[config.mk]
export PLATFORM = sky130hd
export DESIGN_NAME = scpad_tile_walker
export DESIGN_NICKNAME = d
export VERILOG_FILES = /design/src/rtl/scpad_pkg.sv /design/src/rtl/scpad_tile_walker.sv
export SDC_FILE = /design/constraint.sdc
export NUM_CORES = 1
export LEC_CHECK = 0
export ABC_AREA = 0
export CELL_PAD_IN_SITES_DETAIL_PLACEMENT = 1
export CELL_PAD_IN_SITES_GLOBAL_PLACEMENT = 2
export CORE_MARGIN = 5
export CORE_UTILIZATION = 29
export CTS_BUF_LIST = sky130_fd_sc_hd__clkbuf_4
export DETAILED_ROUTE_END_ITERATION = 10
export HOLD_SLACK_MARGIN = 0.02
export PLACE_DENSITY_LB_ADDON = 0.1
export SYNTH_ARGS = -nofsm -noshare
export SYNTH_HDL_FRONTEND = slang
export SYNTH_SLANG_ARGS = --single-unit
export TNS_END_PERCENT = 50
[constraint.sdc]
create_clock -name CLK -period 4.61 [get_ports CLK]
set_clock_uncertainty 0.2 [all_clocks]
set_input_delay 0.922 -clock CLK [delete_from_list [all_inputs] [get_ports CLK]]
set_output_delay 0.922 -clock CLK [all_outputs]
set_load 0.1 [all_outputs]
[src/rtl/scpad_pkg.sv]
// ---------------------------------------------------------------------------
// scpad_pkg
// Shared definitions for the scratchpad tile walker and the swizzle stage.
//   NUM_COLS       : number of scratchpad banks (power of two)
//   ROW_IDX_WIDTH  : width of a scratchpad row address / row extent
//   COL_IDX_WIDTH  : width of a column index / column extent
//   TAG_WIDTH      : width of the request id carried on every beat
//   walker_state_t : walker FSM encoding
//   tile_req_t     : one tile-access request as seen by the swizzle side
// ---------------------------------------------------------------------------
package scpad_pkg;

    localparam int NUM_COLS      = 32;
    localparam int ROW_IDX_WIDTH = 10;
    localparam int COL_IDX_WIDTH = $clog2(NUM_COLS);
    localparam int TAG_WIDTH     = 4;

    typedef enum logic {
        IDLE = 1'b0,
        WALK = 1'b1
    } walker_state_t;

    typedef struct packed {
        logic [ROW_IDX_WIDTH-1:0] spad_addr;
        logic [ROW_IDX_WIDTH-1:0] num_rows;
        logic [COL_IDX_WIDTH-1:0] num_cols;
        logic                     row_or_col;
        logic [TAG_WIDTH-1:0]     tag;
    } tile_req_t;

endpackage

[src/rtl/scpad_tile_walker.sv]
// ---------------------------------------------------------------------------
// scpad_tile_walker
// Accepts one tile-access request and emits one beat per tile row
// (row-major) or per tile column (column-major) towards the swizzle stage.
// Every out_* signal comes straight from a flop.
//
// Handshake rule (both sides): a transfer happens on a rising CLK edge where
// valid && ready are both high. A producer holds valid and its payload
// stable until the transfer; out_valid never depends on out_ready.
//
// Ports:
//   CLK, RST         : clock, synchronous active-high reset
//   req_*            : request channel (base row, extents minus one,
//                      orientation 1=row-major/0=column-major, tag)
//   out_*            : beat channel (swizzle-stage inputs plus out_last)
//   busy             : walker is in WALK (also the FSM state observation)
//   err_clamp        : one-cycle pulse when a column-major num_rows was clamped
// ---------------------------------------------------------------------------
module scpad_tile_walker
    import scpad_pkg::*;
#(
    parameter int NUM_COLS      = scpad_pkg::NUM_COLS,
    parameter int ROW_IDX_WIDTH = scpad_pkg::ROW_IDX_WIDTH,
    parameter int COL_IDX_WIDTH = $clog2(NUM_COLS),
    parameter int TAG_WIDTH     = scpad_pkg::TAG_WIDTH
) (
    input  logic                     CLK,
    input  logic                     RST,
    input  logic                     req_valid,
    output logic                     req_ready,
    input  logic [ROW_IDX_WIDTH-1:0] req_spad_addr,
    input  logic [ROW_IDX_WIDTH-1:0] req_num_rows,
    input  logic [COL_IDX_WIDTH-1:0] req_num_cols,
    input  logic                     req_row_or_col,
    input  logic [TAG_WIDTH-1:0]     req_tag,
    output logic                     out_valid,
    input  logic                     out_ready,
    output logic [ROW_IDX_WIDTH-1:0] out_spad_addr,
    output logic [ROW_IDX_WIDTH-1:0] out_row_id,
    output logic [COL_IDX_WIDTH-1:0] out_col_id,
    output logic [ROW_IDX_WIDTH-1:0] out_num_rows,
    output logic [COL_IDX_WIDTH-1:0] out_num_cols,
    output logic                     out_row_or_col,
    output logic [TAG_WIDTH-1:0]     out_tag,
    output logic                     out_last,
    output logic                     busy,
    output logic                     err_clamp
);

    localparam logic [ROW_IDX_WIDTH-1:0] MAX_COL_ROWS = ROW_IDX_WIDTH'(NUM_COLS - 1);

    walker_state_t            state, state_n;
    logic [ROW_IDX_WIDTH-1:0] cnt, cnt_n;
    logic                     out_valid_n, out_last_n, err_clamp_n;
    logic [ROW_IDX_WIDTH-1:0] out_spad_addr_n, out_row_id_n, out_num_rows_n;
    logic [COL_IDX_WIDTH-1:0] out_col_id_n, out_num_cols_n;
    logic                     out_row_or_col_n;
    logic [TAG_WIDTH-1:0]     out_tag_n;

    logic                     fire, last_fire, accept, clamp;
    logic [ROW_IDX_WIDTH-1:0] cnt_inc, req_extent, cur_extent;

    always_comb begin
        fire       = out_valid && out_ready;
        last_fire  = fire && out_last;
        req_ready  = (state == IDLE) || last_fire;
        accept     = req_valid && req_ready;
        clamp      = !req_row_or_col && (req_num_rows > MAX_COL_ROWS);
        cnt_inc    = cnt + 1'b1;
        // Extent of the walk: rows for row-major, columns for column-major.
        req_extent = req_row_or_col ? req_num_rows : ROW_IDX_WIDTH'(req_num_cols);
        cur_extent = out_row_or_col ? out_num_rows : ROW_IDX_WIDTH'(out_num_cols);
    end

    always_comb begin
        state_n          = state;
        cnt_n            = cnt;
        out_valid_n      = out_valid;
        out_last_n       = out_last;
        out_spad_addr_n  = out_spad_addr;
        out_row_id_n     = out_row_id;
        out_col_id_n     = out_col_id;
        out_num_rows_n   = out_num_rows;
        out_num_cols_n   = out_num_cols;
        out_row_or_col_n = out_row_or_col;
        out_tag_n        = out_tag;
        err_clamp_n      = 1'b0;

        if (accept) begin
            // Covers both a fresh start from IDLE and a back-to-back tile
            // taken on the final beat of the previous one.
            state_n          = WALK;
            cnt_n            = '0;
            out_valid_n      = 1'b1;
            out_last_n       = (req_extent == '0);
            out_spad_addr_n  = req_spad_addr;
            out_row_id_n     = '0;
            out_col_id_n     = '0;
            out_num_rows_n   = clamp ? MAX_COL_ROWS : req_num_rows;
            out_num_cols_n   = req_num_cols;
            out_row_or_col_n = req_row_or_col;
            out_tag_n        = req_tag;
            err_clamp_n      = clamp;
        end else if (last_fire) begin
            state_n     = IDLE;
            out_valid_n = 1'b0;
            out_last_n  = 1'b0;
        end else if (fire) begin
            cnt_n        = cnt_inc;
            out_row_id_n = out_row_or_col ? cnt_inc : '0;
            out_col_id_n = out_row_or_col ? '0 : cnt_inc[COL_IDX_WIDTH-1:0];
            out_last_n   = (cnt_inc == cur_extent);
        end
    end

    always_ff @(posedge CLK) begin
        if (RST) begin
            state          <= IDLE;
            cnt            <= '0;
            out_valid      <= 1'b0;
            out_last       <= 1'b0;
            out_spad_addr  <= '0;
            out_row_id     <= '0;
            out_col_id     <= '0;
            out_num_rows   <= '0;
            out_num_cols   <= '0;
            out_row_or_col <= 1'b0;
            out_tag        <= '0;
            err_clamp      <= 1'b0;
        end else begin
            state          <= state_n;
            cnt            <= cnt_n;
            out_valid      <= out_valid_n;
            out_last       <= out_last_n;
            out_spad_addr  <= out_spad_addr_n;
            out_row_id     <= out_row_id_n;
            out_col_id     <= out_col_id_n;
            out_num_rows   <= out_num_rows_n;
            out_num_cols   <= out_num_cols_n;
            out_row_or_col <= out_row_or_col_n;
            out_tag        <= out_tag_n;
            err_clamp      <= err_clamp_n;
        end
    end

    assign busy = (state != IDLE);

endmodule

==> PnR_summary.wiki, run 1 <==
{| class="wikitable"
! Metric !! Value
|-
| Count of state elements after synthesis || 58
|-
| Critical Path, Cell by Cell || buf_4, clkdlybuf4s50_1
|-
| Number of DRC markers in iteration 0 || 42
|-
| Power per Cell Area || about 310 nW/um^2
|-
| Vias per cell || 4.779
|-
| Leading post-synthesis cells by cell area || sky130_fd_sc_hd__dfxtp_1 45%, sky130_fd_sc_hd__nand2_1 8.4%, sky130_fd_sc_hd__a21oi_1 6.7%, sky130_fd_sc_hd__nor2_1 5.9%, sky130_fd_sc_hd__xnor2_1 5.1%
|-
| Worst path buffer plus inverter count || 2
|-
| Setup repair after global routing missed its margin || false
|-
| Number of filler instances in the final layout || around 1100
|-
| Antenna diode count || 0
|-
| All-layer global routing usage || 14.96%
|-
| Outcome || complete, no violations
|-
| Worst Path Max Fanout || 19
|-
| Post-CTS resize count || 0
|-
| GPL Wtd Cong || about 0.80
|-
| Initial antenna violation count || 0
|-
| Transition time at the pin with the least slew margin || ~1100 ps
|-
| Worst hold slack || roughly 260 ps
|-
| Final critical-path share of the clock period || 71.10%
|-
| Cell type of the slowest stage on the worst timing path || sky130_fd_sc_hd__clkdlybuf4s50_1
|-
| Number of post-CTS setup repair buffers || 0
|-
| Required time reported for the critical path endpoint || 3490 ps
|-
| Max clock buf depth || 2
|-
| Boundary Pins || 84
|-
| Std-Cell Rows || 34
|-
| Final Hold Violating Endpoints || 0
|-
| Worst voltage drop across the vdd grid || roughly 0.00011 V
|-
| Count of flip-flops with a built-in enable after synthesis || 0
|-
| Number of nets with antenna violations after routing || 0
|-
| Iteration count of the initial detailed-routing pass || 4
|-
| Count of hold buffers inserted by post-cts repair || 0
|-
| Library cell used as clock root buffer || sky130_fd_sc_hd__clkbuf_4
|-
| Total cell area at the placement stage || 3472 sq um
|-
| Clock transition time at the flip-flop clock pins of the worst setup and hold paths || roughly 100 ps
|-
| Number of nets in the layout || 430
|-
| Count of H-tree levels built during CTS || 3
|-
| Post-detail-place hpwl || ~5900 um
|-
| Ratio of cells with drive above 1 in the final layout || about 7%
|-
| Type of the most critical hold path || flop to flop
|-
| Maximum cell stage delay along the critical path || between 1000 and 1500 ps
|-
| Layout Area Growth over Synthesis || 37.49%
|-
| Horiz. Die Dim || around 100 um
|-
| Average routed wire per standard cell || roughly 16 um
|-
| Via count of the first global-routing pass || about 2600
|-
| Top Family by Delay on Critical Path || buffers and inverters
|-
| Number of instances in the synthesized netlist || approximately 320
|-
| TritonCTS clock tree || built
|-
| Initial Utilization || 29.77%
|-
| Number of max-cap violations || 0
|-
| Remaining Overflow, GRT || 0
|-
| Proportion of synthesized chip area in sequential cells || 44.72%
|-
| Height of the die || between 100 and 150 um
|-
| Most area-hungry cell type in the Yosys netlist || sky130_fd_sc_hd__dfxtp_1
|-
| FF-to-FF setup slack || ~2100 ps
|-
| Setup-failing EPs final || 0
|-
| Setup TNS Final || 0 ps
|-
| Data arrival time of the worst path || between 2000 and 2500 ps
|-
| Fraction of post-synthesis cell area in the top cell type by area || between 40 and 50%
|-
| Clk Latency, worst-skew pair || ~400 ps
|-
| Vias || 2423
|-
| Wire length after detailed routing || about 8100 um
|-
| Area taken by flip-flops and latches || 1161 sq um
|-
| Post-detailed-route DRC marker count || 0
|-
| CTS Buf Count || 9
|-
| Category of the critical setup timing path || flop to output port
|-
| Syn_area_per_cell || 8.063 sq um
|-
| Count of yosys warnings during synthesis || 0
|-
| Share of synthesized registers carrying an async set or reset || 0%
|-
| Die area || approximately 11000 sq um
|-
| Summed area of non-filler cells in the final layout || about 3600 sq um
|-
| Synthesized Nets || 357
|-
| Count of buffers from port buffering || 83
|-
| Reported leakage power || around 1.2 nW
|-
| Post-synth design cell area || 2596 sq um
|-
| Unique cell type count in the Yosys netlist || 39
|-
| Max-slew violation count || 0
|-
| Rel. slew slack || about a quarter
|-
| Synth cell count leaders || 58 x sky130_fd_sc_hd__dfxtp_1, 58 x sky130_fd_sc_hd__nand2_1, 41 x sky130_fd_sc_hd__nor2_1
|-
| Kind of start point of the critical path || flop
|-
| Max Clock Freq || between 300 and 400 MHz
|-
| Global-route wire length before repair || 13220 um
|-
| Critical Path Sink Type || output port
|-
| Tmin final || roughly 3300 ps
|-
| Largest net degree at the start of global routing || 33
|-
| Prevailing post-synth register cell || sky130_fd_sc_hd__dfxtp_1
|-
| Area occupied by multi-input gates || between 1000 and 1500 sq um
|-
| Core region area || roughly 8700 sq um
|-
| CTS sink count || 58
|}
report_power, final:
group	switching [mW]	total (mW)	internal, mW
Sequential	0.0140	0.532	0.518
Combinational	0.197	0.274	0.0774
Clock	0.187	0.295	0.108
Total	0.397	1.10	0.704
worst min-delay path, stage by stage (launching register included):
cell and delay, ps:
sky130_fd_sc_hd__dfxtp_1 320, sky130_fd_sc_hd__nand2_1 50, sky130_fd_sc_hd__a21oi_1 50
layer usage:
metal | global-route usage (%) | up-vias | wire length [um]
met5 | 0 | - | 0
met4 | 3.288 | 0 | 70
met3 | 7.830 | 6 | 682
met2 | 23.67 | 56 | 3717
met1 | 18.17 | 1131 | 3592
li1 | - | 1230 | -
cells by family (layout without fill, tap and decap cells):
family / after synthesis / count (layout) / share of synthesized area (%)
buffers and inverters: 31 / 108 / 5.687
AND/OR/NAND/NOR: 145 / 145 / 24.87
adder cells (fa/ha/maj): 1 / 1 / 0.4819
flip-flops: 58 / 58 / 44.72
XOR/XNOR: 26 / 26 / 9.350
AO/OA/AOI/OAI: 55 / 55 / 12.58
multiplexers: 6 / 6 / 2.313
placed cells by master (no fill, tap or decap), types with 6 or more instances in the layout:
cell / instances
sky130_fd_sc_hd__nand2_1: 58
sky130_fd_sc_hd__a22oi_1: 10
sky130_fd_sc_hd__nor3_1: 18
sky130_fd_sc_hd__mux2i_1: 6
sky130_fd_sc_hd__buf_4: 6
sky130_fd_sc_hd__clkbuf_4: 10
sky130_fd_sc_hd__a21oi_1: 34
sky130_fd_sc_hd__xnor2_1: 15
sky130_fd_sc_hd__nand3_1: 11
sky130_fd_sc_hd__xor2_1: 9
sky130_fd_sc_hd__clkdlybuf4s50_1: 82
sky130_fd_sc_hd__nor2_1: 41
sky130_fd_sc_hd__dfxtp_1: 58
stage by stage:
step	util (%)	total power [mW]	cells	setup slack, ps
after floorplan	-	0.7351	322	1548
after global placement	39.81	0.8194	492	1439
after detailed placement	39.81	0.8216	492	1364
after CTS	40.93	1.125	507	1284
after global routing	40.93	1.166	507	1236
final	40.93	1.101	507	1332
flip-flops by register name, indices dropped and copies added (netlist names):
name / cells
busy: 1
cnt: 10
err_clamp: 1
out_col_id: 5
out_last: 1
out_num_cols: 5
out_num_rows: 10
out_row_id: 10
out_row_or_col: 1
out_spad_addr: 10
out_tag: 4
final timing paths:
| path | depth (start not counted) | to | from |
|---|---|---|---|
| setup / recovery | 2 | out_row_or_col | out_row_or_col$_SDFFE_PP0P_ |
| hold / removal | 2 | out_spad_addr[2]$_SDFFE_PP0P_ | out_spad_addr[2]$_SDFFE_PP0P_ |
| setup reg to reg | 7 | out_last$_SDFFE_PP0P_ | cnt[0]$_SDFFE_PP0P_ |
| hold reg to reg | 2 | out_spad_addr[2]$_SDFFE_PP0P_ | out_spad_addr[2]$_SDFFE_PP0P_ |
layout make-up:
class / count / area share, %
clock buffer: 10 / 2.103
clock inverter: 5 / 0.6309
inverter: 5 / 0.5258
multi-input combinational: 233 / 36.17
sequential: 58 / 32.53
tap: 108 / 3.786
timing repair buffer: 88 / 24.26
(Power assumes the default switching activity.)
==> inputs of run 2 (changes only) <==
--- a/config.mk
+++ b/config.mk
@@ -9,7 +9,7 @@
 export CELL_PAD_IN_SITES_DETAIL_PLACEMENT = 1
 export CELL_PAD_IN_SITES_GLOBAL_PLACEMENT = 2
 export CORE_MARGIN = 5
-export CORE_UTILIZATION = 29
+export CORE_UTILIZATION = 24
 export CTS_BUF_LIST = sky130_fd_sc_hd__clkbuf_4
 export DETAILED_ROUTE_END_ITERATION = 10
 export HOLD_SLACK_MARGIN = 0.02
==> constraint.sdc (replaced) <==
create_clock -name CLK -period 3 [get_ports CLK]
set_clock_uncertainty 0.2 [all_clocks]
set_input_delay 0.6 -clock CLK [delete_from_list [all_inputs] [get_ports CLK]]
set_output_delay 0.6 -clock CLK [all_outputs]
set_load 0.1 [all_outputs]
==> PnR_summary.wiki, run 2 (synthesis gave the netlist of run 1 again) <==
{| class="wikitable"
! Metric !! Value
|-
| Antenna diode count || 0
|-
| Number of nets with antenna violations after routing || 0
|-
| FF-to-FF setup slack || about 630 ps
|-
| Number of nets in the layout || between 400 and 500
|-
| Sw Share || between 30% and 40%
|-
| R2R depth || 7
|-
| Count of H-tree levels built during CTS || 3
|-
| Type of the most critical hold path || flop to flop
|-
| Finished Layout Cells || 543
|-
| Layout Area Growth over Synthesis || 36.19%
|-
| Horiz. Die Dim || approximately 110 um
|-
| Number of DRC markers in iteration 0 || 87
|-
| Number of cells in the design after placement || roughly 530
|-
| GPL Wtd Cong || around 0.74
|-
| Critical Path, Cell by Cell || clkdlybuf4s50_1, nand2_1, nand2_2, buf_12
|-
| Final Hold Violating Endpoints || 0
|-
| Worst Path Max Fanout || 4
|-
| Category of the critical setup timing path || input pin to output port
|-
| Cell type of the slowest stage on the worst timing path || sky130_fd_sc_hd__clkdlybuf4s50_1
|-
| Tmin final || about 2400 ps
|-
| Via count of the first global-routing pass || 2655
|-
| Leading cell type in the layout, fill and taps excluded || sky130_fd_sc_hd__dfxtp_1
|-
| Vias per cell || around 4.6
|-
| Clock network fraction of design power || between 20% and 30%
|-
| Worst Hold Endpoint || out_row_id[1]$_SDFFE_PP0P_
|-
| Die area || between 10000 and 15000 sq um
|-
| Initial Utilization || 24.27%
|-
| Worst hold slack || 259.7 ps
|-
| Sequential Power Share || between 40% and 50%
|-
| Reported leakage power || around 1.3 nW
|-
| Endpoint of the worst register-to-register path || out_last$_SDFFE_PP0P_
|-
| Height of the die || around 110 um
|-
| Ratio of cells with drive above 1 in the final layout || between 20% and 30%
|-
| Std-Cell Rows || 38
|-
| Number of post-CTS setup repair buffers || 0
|-
| Count of hold buffers inserted by post-cts repair || 0
|-
| Post-detailed-route DRC marker count || 0
|-
| Rel. slew slack || about two thirds
|-
| Critical Path Sink Type || output port
|-
| Iteration count of the initial detailed-routing pass || 4
|-
| Setup-failing EPs final || 0
|-
| Max Clock Freq || around 420 MHz
|-
| P_int || roughly 1.1 mW
|-
| P_sw || roughly 0.62 mW
|-
| Clock transition time at the flip-flop clock pins of the worst setup and hold paths || about 80 ps
|-
| Post-detail-place hpwl || 6226 um
|-
| Highest-count cells in the layout ignoring fill and taps || 58 x sky130_fd_sc_hd__dfxtp_1, 57 x sky130_fd_sc_hd__nand2_1, 57 x sky130_fd_sc_hd__buf_4
|-
| Maximum cell stage delay along the critical path || 520 ps
|-
| Crit. Startpoint || out_ready
|-
| Post-CTS resize count || 0
|-
| Clk Latency, worst-skew pair || around 400 ps
|-
| Worst path buffer plus inverter count || 2
|-
| Setup repair after global routing missed its margin || false
|-
| Final core area utilization || between 30 and 40%
|-
| Outcome || complete, no violations
|-
| Comb power frac || ~24%
|-
| Max clock buf depth || 2
|-
| All-layer global routing usage || 13.64%
|-
| Power per Cell Area || ~490 nW/um^2
|-
| Wire length after detailed routing || between 8000 and 9000 um
|-
| Largest net degree at the start of global routing || 34
|-
| Worst setup slack before clock tree synthesis || approximately 350 ps
|-
| Setup TNS Final || 0 ps
|-
| Number of filler instances in the final layout || 1331
|-
| Remaining Overflow, GRT || 0
|-
| Vias || 2487
|-
| Number of cells on the worst hold path || 2
|-
| Count of buffers from port buffering || 83
|-
| Area taken by flip-flops and latches || about 1200 sq um
|-
| Area occupied by multi-input gates || between 1000 and 1500 sq um
|-
| Data arrival time of the worst path || about 1600 ps
|-
| Global-route wire length before repair || around 14000 um
|-
| Required time reported for the critical path endpoint || between 2000 and 2500 ps
|-
| Final critical-path share of the clock period || around four fifths
|-
| Transition time at the pin with the least slew margin || 526.0 ps
|-
| CTS Buf Count || 9
|-
| Max-slew violation count || 0
|-
| Core region area || between 10000 and 15000 sq um
|-
| Worst voltage drop across the vdd grid || 0.0001902 V
|-
| CTS sink count || 58
|-
| Boundary Pins || 84
|-
| Number of max-cap violations || 0
|-
| Initial antenna violation count || 0
|-
| Kind of start point of the critical path || input pin
|-
| TritonCTS clock tree || built
|-
| Average routed wire per standard cell || about 15 um
|-
| Reg-to-reg startpoint || cnt[1]$_SDFFE_PP0P_
|-
| Slack of the critical path || between 600 and 700 ps
|-
| Library cell used as clock root buffer || sky130_fd_sc_hd__clkbuf_4
|-
| Startpoint of the worst hold path || out_row_id[1]$_SDFFE_PP0P_
|-
| Top Family by Delay on Critical Path || buffers and inverters
|}
run 2: stage by stage:
stage	power, mW	area, sq um
2_1_floorplan	1.130	2599
3_3_place_gp	1.261	3427
3_5_place_dp	1.263	3427
4_1_cts	1.770	3536
5_1_grt	1.823	3536
6_report	1.728	3536
run 2: per-layer routing:
metal | share of wire (%) | vias to the layer above | global-route usage [%]
met5 | 0 | - | 0
met4 | 1.3 | 0 | 4.276
met3 | 7.8 | 10 | 5.995
met2 | 48 | 59 | 22.13
met1 | 43 | 1184 | 16.24
li1 | - | 1234 | -
run 2: worst max-delay path by stage:
stage	end	slack [ps]	cells past startpoint
finish	req_ready	630	4
global placement	out_last$_SDFFE_PP0P_	380	7
CTS	out_last$_SDFFE_PP0P_	570	7
global route	out_last$_SDFFE_PP0P_	450	7
floorplan	out_num_cols[4]$_SDFFE_PP0P_	260	5
detailed placement	out_last$_SDFFE_PP0P_	350	7
run 2: cell type report:
type / count / area share (%)
repair buffers: 91 / 22.01
well taps: 140 / 4.954
inverters: 5 / 0.5308
multi-input cells: 233 / 36.59
clock buffers: 12 / 2.548
clock inverters: 4 / 0.5308
flip-flops and latches: 58 / 32.84
run 2: worst reg2reg max path, delay by kind of cell, from the launching register on:
| kind | cells | cell delay [ps] |
|---|---|---|
| adder cells (fa/ha/maj) | 1 | 280 |
| AO/OA/AOI/OAI | 1 | 110 |
| flip-flops | 1 | 390 |
| AND/OR/NAND/NOR | 3 | 970 |
| XOR/XNOR | 2 | 370 |
run 2: power groups by stage:
stage                     Sequential, mW  Clock, mW  Combinational, mW
after floorplan                     1.02          0              0.114
after global placement             0.838          0              0.424
after detailed placement           0.839          0              0.425
after CTS                          0.822      0.523              0.425
after global routing               0.825      0.553              0.445
final                              0.820      0.489              0.419
==> inputs of run 3 (changes only) <==
==> constraint.sdc (replaced) <==
create_clock -name CLK -period 2.1 [get_ports CLK]
set_clock_uncertainty 0.2 [all_clocks]
set_input_delay 0.42 -clock CLK [delete_from_list [all_inputs] [get_ports CLK]]
set_output_delay 0.42 -clock CLK [all_outputs]
set_load 0.1 [all_outputs]
==> PnR_summary.wiki, run 3 (synthesis gave the netlist of run 1 again) <==
{| class="wikitable"
! Metric !! Value
|-
| Top Family by Delay on Critical Path || simple AND/OR/NAND/NOR gates
|-
| Initial antenna violation count || 1
|-
| Worst Hold Endpoint || out_num_cols[1]$_SDFFE_PP0P_
|-
| Most Used Layer, Global Route || met2
|-
| Sequential Power Share || 43.5%
|-
| Max Clock Freq || about 480 MHz
|-
| Clock transition time at the flip-flop clock pins of the worst setup and hold paths || 110 ps
|-
| Setup-failing EPs final || 0
|-
| Post-detail-place hpwl || approximately 6600 um
|-
| R2R depth || 7
|-
| Count of H-tree levels built during CTS || 3
|-
| Cell type of the slowest stage on the worst timing path || sky130_fd_sc_hd__or4_4
|-
| Antenna diode count || 0
|-
| Data arrival time of the worst path || around 2200 ps
|-
| Reg-to-reg startpoint || cnt[1]$_SDFFE_PP0P_
|-
| All-layer global routing usage || between 10% and 20%
|-
| Category of the critical setup timing path || flop to flop
|-
| Required time reported for the critical path endpoint || roughly 2200 ps
|-
| Layout Area Growth over Synthesis || 73.78%
|-
| GPL Wtd Cong || about 0.8
|-
| Sw Share || ~34%
|-
| Worst hold slack || 294.0 ps
|-
| Max clock buf depth || 2
|-
| TritonCTS clock tree || built
|-
| Clk Latency, worst-skew pair || 410 ps
|-
| Clock network fraction of design power || between 20% and 30%
|-
| Reported leakage power || 1.696 nW
|-
| Highest-count cells in the layout ignoring fill and taps || 57 x sky130_fd_sc_hd__nand2_1, 52 x sky130_fd_sc_hd__buf_12, 46 x sky130_fd_sc_hd__dfxtp_1
|-
| Overall power || approximately 2.7 mW
|-
| GR Layer Usage met2 || a little under a quarter
|-
| Setup repair after global routing missed its margin || true
|-
| Tmin final || 2095 ps
|-
| Maximum cell stage delay along the critical path || approximately 480 ps
|-
| Average routed wire per standard cell || 14.89 um
|-
| Final Hold Violating Endpoints || 0
|-
| Vias || ~2600
|-
| Vias per cell || 4.518
|-
| Critical Path Sink Type || flop
|-
| Critical Path, Cell by Cell || ha_4, nand4_1, nor2_2, xor2_2, xnor2_1, or4_4, o21ai_2
|-
| Transition time at the pin with the least slew margin || ~400 ps
|-
| Summed area of non-filler cells in the final layout || between 4000 and 5000 sq um
|-
| Number of nets in the layout || 467
|-
| Count of hold buffers inserted by post-cts repair || 0
|-
| Global-route wire length before repair || around 14000 um
|-
| P_int || ~1.8 mW
|-
| Crit. Startpoint || cnt[1]$_SDFFE_PP0P_
|-
| Type of the most critical hold path || flop to flop
|-
| Final critical-path share of the clock period || about 100%
|-
| Number of cells on the worst hold path || 2
|-
| Kind of start point of the critical path || flop
|-
| Core region area || about 11000 sq um
|-
| Initial Utilization || around 24%
|-
| Startpoint of the worst hold path || out_num_cols[1]$_SDFFE_PP0P_
|-
| Largest net degree at the start of global routing || 34
|-
| Rel. slew slack || about three quarters
|-
| Library cell used as clock root buffer || sky130_fd_sc_hd__clkbuf_4
|-
| Worst Path Max Fanout || 4
|-
| CTS sink count || 58
|-
| Post-detailed-route DRC marker count || 0
|-
| FF-to-FF setup slack || a little over 5 ps
|-
| Total cell area at the placement stage || roughly 4300 sq um
|-
| Finished Layout Cells || 577
|-
| Max-slew violation count || 0
|-
| Number of DRC markers in iteration 0 || 79
|-
| Number of cells in the design after placement || about 560
|-
| Count of buffers from port buffering || just over 80
|-
| Ratio of cells with drive above 1 in the final layout || 30.66%
|-
| Horiz. Die Dim || approximately 110 um
|-
| Number of max-cap violations || 0
|-
| Met1 Track Usage GR || around 16%
|-
| Power per Cell Area || a little over 600 nW/um^2
|-
| Iteration count of the initial detailed-routing pass || 4
|-
| Leading cell type in the layout, fill and taps excluded || sky130_fd_sc_hd__nand2_1
|-
| Worst voltage drop across the vdd grid || between 0.0002 and 0.0003 V
|-
| Remaining Overflow, GRT || 0
|-
| Number of nets with antenna violations after routing || 0
|-
| Outcome || complete, no violations
|-
| Std-Cell Rows || 38
|-
| CTS Buf Count || 9
|-
| P_sw || 0.9386 mW
|-
| Die area || ~13000 sq um
|-
| Worst path buffer plus inverter count || 0
|-
| Via count of the first global-routing pass || around 2800
|-
| Wire length after detailed routing || roughly 8600 um
|-
| Height of the die || between 100 and 150 um
|-
| Setup TNS Final || 0 ps
|-
| Global-route track usage on met3 || ~6.3%
|-
| Boundary Pins || 84
|-
| Comb power frac || 26.7%
|-
| Endpoint of the worst register-to-register path || out_last$_SDFFE_PP0P_
|}
## run 3: layer usage
layer | up-vias | wire length [um] | part of all wire (%)
li1 | 1301 | - | -
met2 | 60 | 4261 | 50
met4 | 2 | 93 | 1.1
met5 | - | 13 | 0.15
met1 | 1232 | 3613 | 42
met3 | 12 | 610 | 7.1
## run 3: tightest hold or removal path: cells and delay by family, from the launching register on
kind               cells  cell delay (ps)
DFF                    1              360
AOI/OAI and AO/OA      1               50
and+or+nand+nor        1               60
## run 3: worst max-delay path by stage
stage	to	slack [ps]	depth (start not counted)
2_1_floorplan	out_last$_SDFFE_PP0P_	-140	5
3_3_place_gp	out_last$_SDFFE_PP0P_	-250	7
3_5_place_dp	out_last$_SDFFE_PP0P_	-280	7
4_1_cts	out_last$_SDFFE_PP0P_	7	7
5_1_grt	out_last$_SDFFE_PP0P_	-90	7
6_report	out_last$_SDFFE_PP0P_	5	7
## run 3: area by class of cell
type                       instances  area [sq um]
timing repair buffer             125          1675
sequential                        58          1179
clock buffer                      10         75.07
inverter                           5         18.77
fill                            1232          6186
tap                              140         175.2
multi-input combinational        233          1331
clock inverter                     6         57.56
## run 3: repair_timing
action,4_1_cts,5_1_grt
pin swaps,4,0
gates resized for setup,8,1
endpoints found under the setup margin,1,1
buffers inserted,3,0
hold endpoints to repair,0,0
## run 3: power by group through the flow
stage / registers (mW) / clock network [mW] / logic [mW]
floorplan: 1.45 / 0 / 0.163
finish: 1.19 / 0.813 / 0.730
detailed placement: 1.22 / 0 / 0.738
global route: 1.20 / 0.901 / 0.767
CTS: 1.19 / 0.856 / 0.741
global placement: 1.21 / 0 / 0.735
## run 3: stage by stage
stage / utilization (%) / setup WS [ps]
CTS: 42.11 / 6.791
finish: 42.18 / 5.116
floorplan: - / -142.1
global route: 42.18 / -94.05
global placement: 40.35 / -246.8
detailed placement: 40.35 / -277.9
